===== config.mk =====
export PLATFORM = sky130hd
export DESIGN_NAME = ram_arbiter
export DESIGN_NICKNAME = d
export VERILOG_FILES = /design/src/rtl/ram_arbiter.sv
export SDC_FILE = /design/constraint.sdc
export NUM_CORES = 1
export LEC_CHECK = 0
export CORE_ASPECT_RATIO = 1.25
export CORE_MARGIN = 3
export CORE_UTILIZATION = 45
export CTS_CLUSTER_DIAMETER = 80
export DETAILED_ROUTE_END_ITERATION = 12
export PLACE_DENSITY = 0.85
export SYNTH_ARGS = -nofsm -noshare
export SYNTH_HDL_FRONTEND = slang
export SYNTH_SLANG_ARGS = --single-unit

===== constraint.sdc =====
create_clock -name clock -period 2.92 [get_ports clock]
set_input_delay 0.584 -clock clock [delete_from_list [all_inputs] [get_ports clock]]
set_output_delay 0.584 -clock clock [all_outputs]
set_load 0.05 [all_outputs]

===== src/rtl/ram_arbiter.sv =====
// Two-port RAM arbiter: a CPU port and a debug/loader port share one RAM.
// Each access takes IDLE -> ACCESS -> RESP; the CPU wins ties until debug has waited STARVE_LIMIT times.
module ram_arbiter #(
   parameter int ADDR_W       = 9,
   parameter int DATA_W       = 32,
   parameter int STARVE_LIMIT = 4
) (
   input  logic                                   clock,
   input  logic                                   reset,
   input  logic                                   cpu_req,
   input  logic                                   cpu_write,
   input  logic [ADDR_W-1:0]                      cpu_addr,
   input  logic [DATA_W-1:0]                      cpu_wdata,
   output logic                                   cpu_ack,
   output logic [DATA_W-1:0]                      cpu_rdata,
   input  logic                                   dbg_req,
   input  logic                                   dbg_write,
   input  logic [ADDR_W-1:0]                      dbg_addr,
   input  logic [DATA_W-1:0]                      dbg_wdata,
   output logic                                   dbg_ack,
   output logic [DATA_W-1:0]                      dbg_rdata,
   output logic                                   ram_enable,
   output logic                                   ram_read,
   output logic                                   ram_write,
   output logic [ADDR_W-1:0]                      ram_addr,
   output logic [DATA_W-1:0]                      ram_wdata,
   input  logic [DATA_W-1:0]                      ram_rdata,
   output logic                                   busy,
   output logic                                   owner,
   output logic [1:0]                             fsm_state,
   output logic [$clog2(STARVE_LIMIT+1)-1:0]      starve_cnt
);

   localparam int SW = $clog2(STARVE_LIMIT + 1);
   localparam logic [SW-1:0] LIMIT = SW'(STARVE_LIMIT);

   typedef enum logic [1:0] {
      IDLE   = 2'd0,
      ACCESS = 2'd1,
      RESP   = 2'd2
   } state_t;

   state_t           r_state;
   logic             r_owner;
   logic             r_write;
   logic [SW-1:0]    r_starve_cnt;

   logic             w_any_req;
   logic             w_grant_dbg;
   logic             w_sel_write;
   logic [ADDR_W-1:0] w_sel_addr;
   logic [DATA_W-1:0] w_sel_wdata;

   // Debug wins only when it is alone or has been passed over STARVE_LIMIT times.
   assign w_any_req   = cpu_req | dbg_req;
   assign w_grant_dbg = dbg_req & (~cpu_req | (r_starve_cnt == LIMIT));
   assign w_sel_write = w_grant_dbg ? dbg_write : cpu_write;
   assign w_sel_addr  = w_grant_dbg ? dbg_addr  : cpu_addr;
   assign w_sel_wdata = w_grant_dbg ? dbg_wdata : cpu_wdata;

   assign busy       = (r_state != IDLE);
   assign owner      = r_owner;
   assign fsm_state  = r_state;
   assign starve_cnt = r_starve_cnt;

   always_ff @(posedge clock) begin
      if (reset) begin
         r_state      <= IDLE;
         r_owner      <= 1'b0;
         r_write      <= 1'b0;
         r_starve_cnt <= '0;
         cpu_ack      <= 1'b0;
         cpu_rdata    <= '0;
         dbg_ack      <= 1'b0;
         dbg_rdata    <= '0;
         ram_enable   <= 1'b0;
         ram_read     <= 1'b0;
         ram_write    <= 1'b0;
         ram_addr     <= '0;
         ram_wdata    <= '0;
      end else begin
         case (r_state)
            IDLE: begin
               if (!dbg_req || w_grant_dbg) begin
                  r_starve_cnt <= '0;
               end else if (r_starve_cnt != LIMIT) begin
                  r_starve_cnt <= r_starve_cnt + 1'b1;
               end
               if (w_any_req) begin
                  // The RAM-side registers double as the transaction latch.
                  r_owner    <= w_grant_dbg;
                  r_write    <= w_sel_write;
                  ram_enable <= 1'b1;
                  ram_read   <= ~w_sel_write;
                  ram_write  <= w_sel_write;
                  ram_addr   <= w_sel_addr;
                  ram_wdata  <= w_sel_wdata;
                  r_state    <= ACCESS;
               end
            end
            ACCESS: begin
               ram_enable <= 1'b0;
               ram_read   <= 1'b0;
               ram_write  <= 1'b0;
               if (r_owner) begin
                  dbg_ack   <= 1'b1;
                  dbg_rdata <= r_write ? '0 : ram_rdata;
               end else begin
                  cpu_ack   <= 1'b1;
                  cpu_rdata <= r_write ? '0 : ram_rdata;
               end
               r_state <= RESP;
            end
            RESP: begin
               cpu_ack   <= 1'b0;
               dbg_ack   <= 1'b0;
               cpu_rdata <= '0;
               dbg_rdata <= '0;
               r_state   <= IDLE;
            end
            default: begin
               r_state <= IDLE;
            end
         endcase
      end
   end

endmodule


==> results.rst <==
.. list-table::
   :header-rows: 1

   * - Metric
     - Value
   * - Commonest cells after routing, fill and taps aside
     - 234 x clkdlybuf4s50_1, 117 x dfxtp_1, 114 x a21oi_1
   * - Total negative slack for setup checks
     - 0 ns
   * - Remaining antenna violation count after routing
     - 0
   * - Number of distinct library cells after synthesis
     - 37
   * - Classification of the worst-slack hold path
     - register to register
   * - Width of the die
     - approximately 100 um
   * - Leading post-synthesis cells by cell area
     - dfxtp_1 44%, a21oi_1 11%, nand4b_1 11%
   * - Fraction of layout instances using a drive strength above 1
     - under 10%
   * - Area of the die
     - about 13,000 um2
   * - Clock Power Share
     - between 40% and 50%
   * - Number of vias in the routed layout
     - around 5,800
   * - Total global routing overflow
     - 0
   * - Worst-Margin Slew
     - around 1.2 ns
   * - Initial cell density of the core
     - 46.90%
   * - Total of hold buffers inserted after clock tree synthesis
     - 0
   * - Final-report setup violation count
     - 0
   * - Outcome
     - completed
   * - Total power divided by cell area
     - just over 600 nW/um2
   * - Die H
     - about 130 um
   * - Clock Tree Root
     - clkbuf_16
   * - Critical Path, Cell by Cell
     - clkdlybuf4s50_1
   * - Mapped Cells
     - roughly 600
   * - Tcrit/Tclk final
     - approximately nine tenths
   * - Final Routed Wirelength
     - ~18 mm
   * - Crit path buffers/inverters
     - 1
   * - DRC violation total after the first TritonRoute iteration
     - about 290
   * - Number of gates resized after CTS
     - 0
   * - TritonCTS clock tree
     - yes
   * - Crit end category
     - output port
   * - Setup fix buffers added after clock tree synthesis
     - 0
   * - Maximum single-stage delay on the critical path
     - roughly 0.94 ns
   * - Post-synthesis area per instance
     - ~8.7 um2
   * - Placeable core region
     - approximately 11,000 um2
   * - Rows
     - between 40 and 50
   * - Switch share
     - 29.63%
   * - Half-perimeter wire length of the detailed placement result
     - about 12 mm
   * - Worst setup SP type
     - register
   * - Biggest area consumer among synthesized cells
     - dfxtp_1
   * - Peak VDD IR
     - 0.3916 mV
   * - RSZ-0062 raised after global routing
     - no
   * - Residual DRC count
     - 0
   * - Number of global-route vias before repair
     - 5,672
   * - Number of nets in the synthesized netlist
     - between 700 and 800
   * - Global Route Usage Sum
     - between 20% and 30%
   * - Maximum number of pins on one net before global-route repair
     - 66
   * - Crit path required time
     - roughly 2.3 ns
   * - Max Root-Sink Buffers
     - 2
   * - Net switching component of the power
     - 1510 uW
   * - Ant diodes
     - 0
   * - Synthesis Warnings
     - 0
   * - Clock buffer count from CTS
     - 17
   * - Top-area cell type share of the netlist area
     - between 40 and 50%
   * - CP delay by family, top
     - buffers and inverters
   * - Global placer's final weighted congestion
     - between 0.8 and 0.9
   * - Worst-case clock skew
     - between 0.009 and 0.01 ns
   * - Vias per cell
     - just over 6
   * - Rel. slew slack
     - about 20%
   * - Detailed-router iteration count before antenna repair
     - 8
   * - Source-to-sink clock delay at the later pin of the worst-skew pair
     - 0.40 ns
   * - Netlist area before placement
     - around 5300 um2
   * - Number of endpoints with negative hold slack in the final report
     - 0
   * - Leakage
     - approximately 0.0027 uW
   * - Antenna violations before repair
     - 0
   * - Number of ports placed on the die boundary
     - 237
   * - Mean routed wirelength per cell
     - 18.80 um
   * - Area growth from synthesis to final layout
     - 54.40%
   * - Core utilization of the finished layout
     - between 70% and 80%
   * - Clock transition at path regs
     - 0.05 ns
   * - CP Data Arrival Time
     - 2.00 ns
   * - Post-route minimum period
     - 2.586 ns
   * - Maximum Capacitance Violations
     - 0
   * - Sequential share of power
     - a little over a third
   * - Combinational share of power
     - about a quarter
   * - Count of final max-slew check failures
     - 0
   * - Clock H-tree levels
     - 4
   * - Global-route wire length before repair
     - 28.03 mm
   * - Seq/Total Area, Yosys
     - between 40% and 50%
   * - Synthesized flop and latch total
     - 117
   * - Cell type of the slowest stage on the worst timing path
     - clkdlybuf4s50_1
   * - Number of buffer cells added on primary ports
     - 236
   * - Maximum fanout encountered on the critical timing path
     - 11
   * - Leading cell type in the layout, fill and taps excluded
     - clkdlybuf4s50_1
   * - Worst setup path category
     - register to output port
   * - Number of sinks on the clock net
     - 117
   * - Fmax
     - about 390 MHz
   * - Number of nets in the layout
     - 922
   * - Design internal power
     - around 3600 uW
==> sequential cells by signal, summed over array words and instances (netlist names) <==
signal	cells
cpu_ack	1
cpu_rdata	32
dbg_ack	1
dbg_rdata	32
fsm_state	2
owner	1
r_write	1
ram_addr	9
ram_enable	1
ram_read	1
ram_wdata	32
ram_write	1
starve_cnt	3
==> power by group through the flow <==
stage	combinational (uW)	sequential (uW)	clock, uW
final	1230	1780	2080
after global routing	1300	1790	2170
after CTS	1230	1780	2100
after detailed placement	1220	1810	0
after global placement	1200	1810	0
after floorplan	402	2160	0
==> metrics by stage <==
step                      hold WS, ns  cell area [um2]  power [uW]  setup WS (ns)  std cells
after floorplan                0.6445             5299        2560          1.082        611
after global placement         0.4459             7587        3011         0.6319        916
after detailed placement       0.4590             7587        3033         0.5138        916
after CTS                      0.4661             8182        5110         0.3230        945
after global routing           0.4930             8182        5266         0.2789        945
final                          0.4613             8182        5096         0.3335        945
==> layer usage <==
layer	track usage [%]	routed length (um)	vias up
li1	-	-	2690
met1	31.98	6999	2748
met2	43.79	8739	337
met3	8.138	1654	32
met4	10.44	371	0
met5	0	0	-
==> worst paths after layout <==
kind | endpoint | start | cells after the start | slack (ns)
max | fsm_state[1] | fsm_state[1] | 1 | 0.33
min | dbg_rdata[28] | dbg_rdata[28] | 2 | 0.46
max reg2reg | cpu_rdata[1] | fsm_state[1] | 3 | 0.77
min reg2reg | dbg_rdata[28] | dbg_rdata[28] | 2 | 0.46
==> logic make-up after synthesis <==
family	Yosys count	synth area share [%]
AND/OR/NAND/NOR	198	23.85
flip-flops	117	44.20
adder cells (fa/ha/maj)	2	0.4722
AO/OA/AOI/OAI	207	23.19
buffers and inverters	87	8.288
==> cell type report <==
| type | instances | area (um2) |
|---|---|---|
| Clock buffer | 26 | 529.3 |
| Clock inverter | 3 | 65.06 |
| Fill cell | 829 | 3117 |
| Inverter | 5 | 18.77 |
| Multi-Input combinational cell | 407 | 2530 |
| Sequential cell | 117 | 2342 |
| Tap cell | 135 | 168.9 |
| Timing Repair Buffer | 252 | 2527 |
==> cells in the mapped netlist <==
cell type and count:
a211oi_1 2, a21bo_1 1, a21boi_2 1, a21oi_1 114, a2bb2oi_1 1, a311oi_1 41
a31o_1 1, a32oi_1 1, and2_1 1, and3b_1 1, buf_1 2, buf_2 36
buf_4 10, buf_6 4, clkbuf_1 30, dfxtp_1 117, ha_1 2, inv_1 4
inv_2 1, nand2_1 7, nand2b_1 3, nand3_1 107, nand3b_1 1, nand4_1 2
nand4b_1 64, nor2_1 4, nor2_2 1, nor2_4 1, nor2b_1 2, nor3b_4 1
nor4b_1 1, o2111a_1 1, o211ai_1 1, o21ai_0 42, o21bai_1 1, or2_2 1
or3b_1 1
No activity file was read; power rests on OpenSTA's default activity.
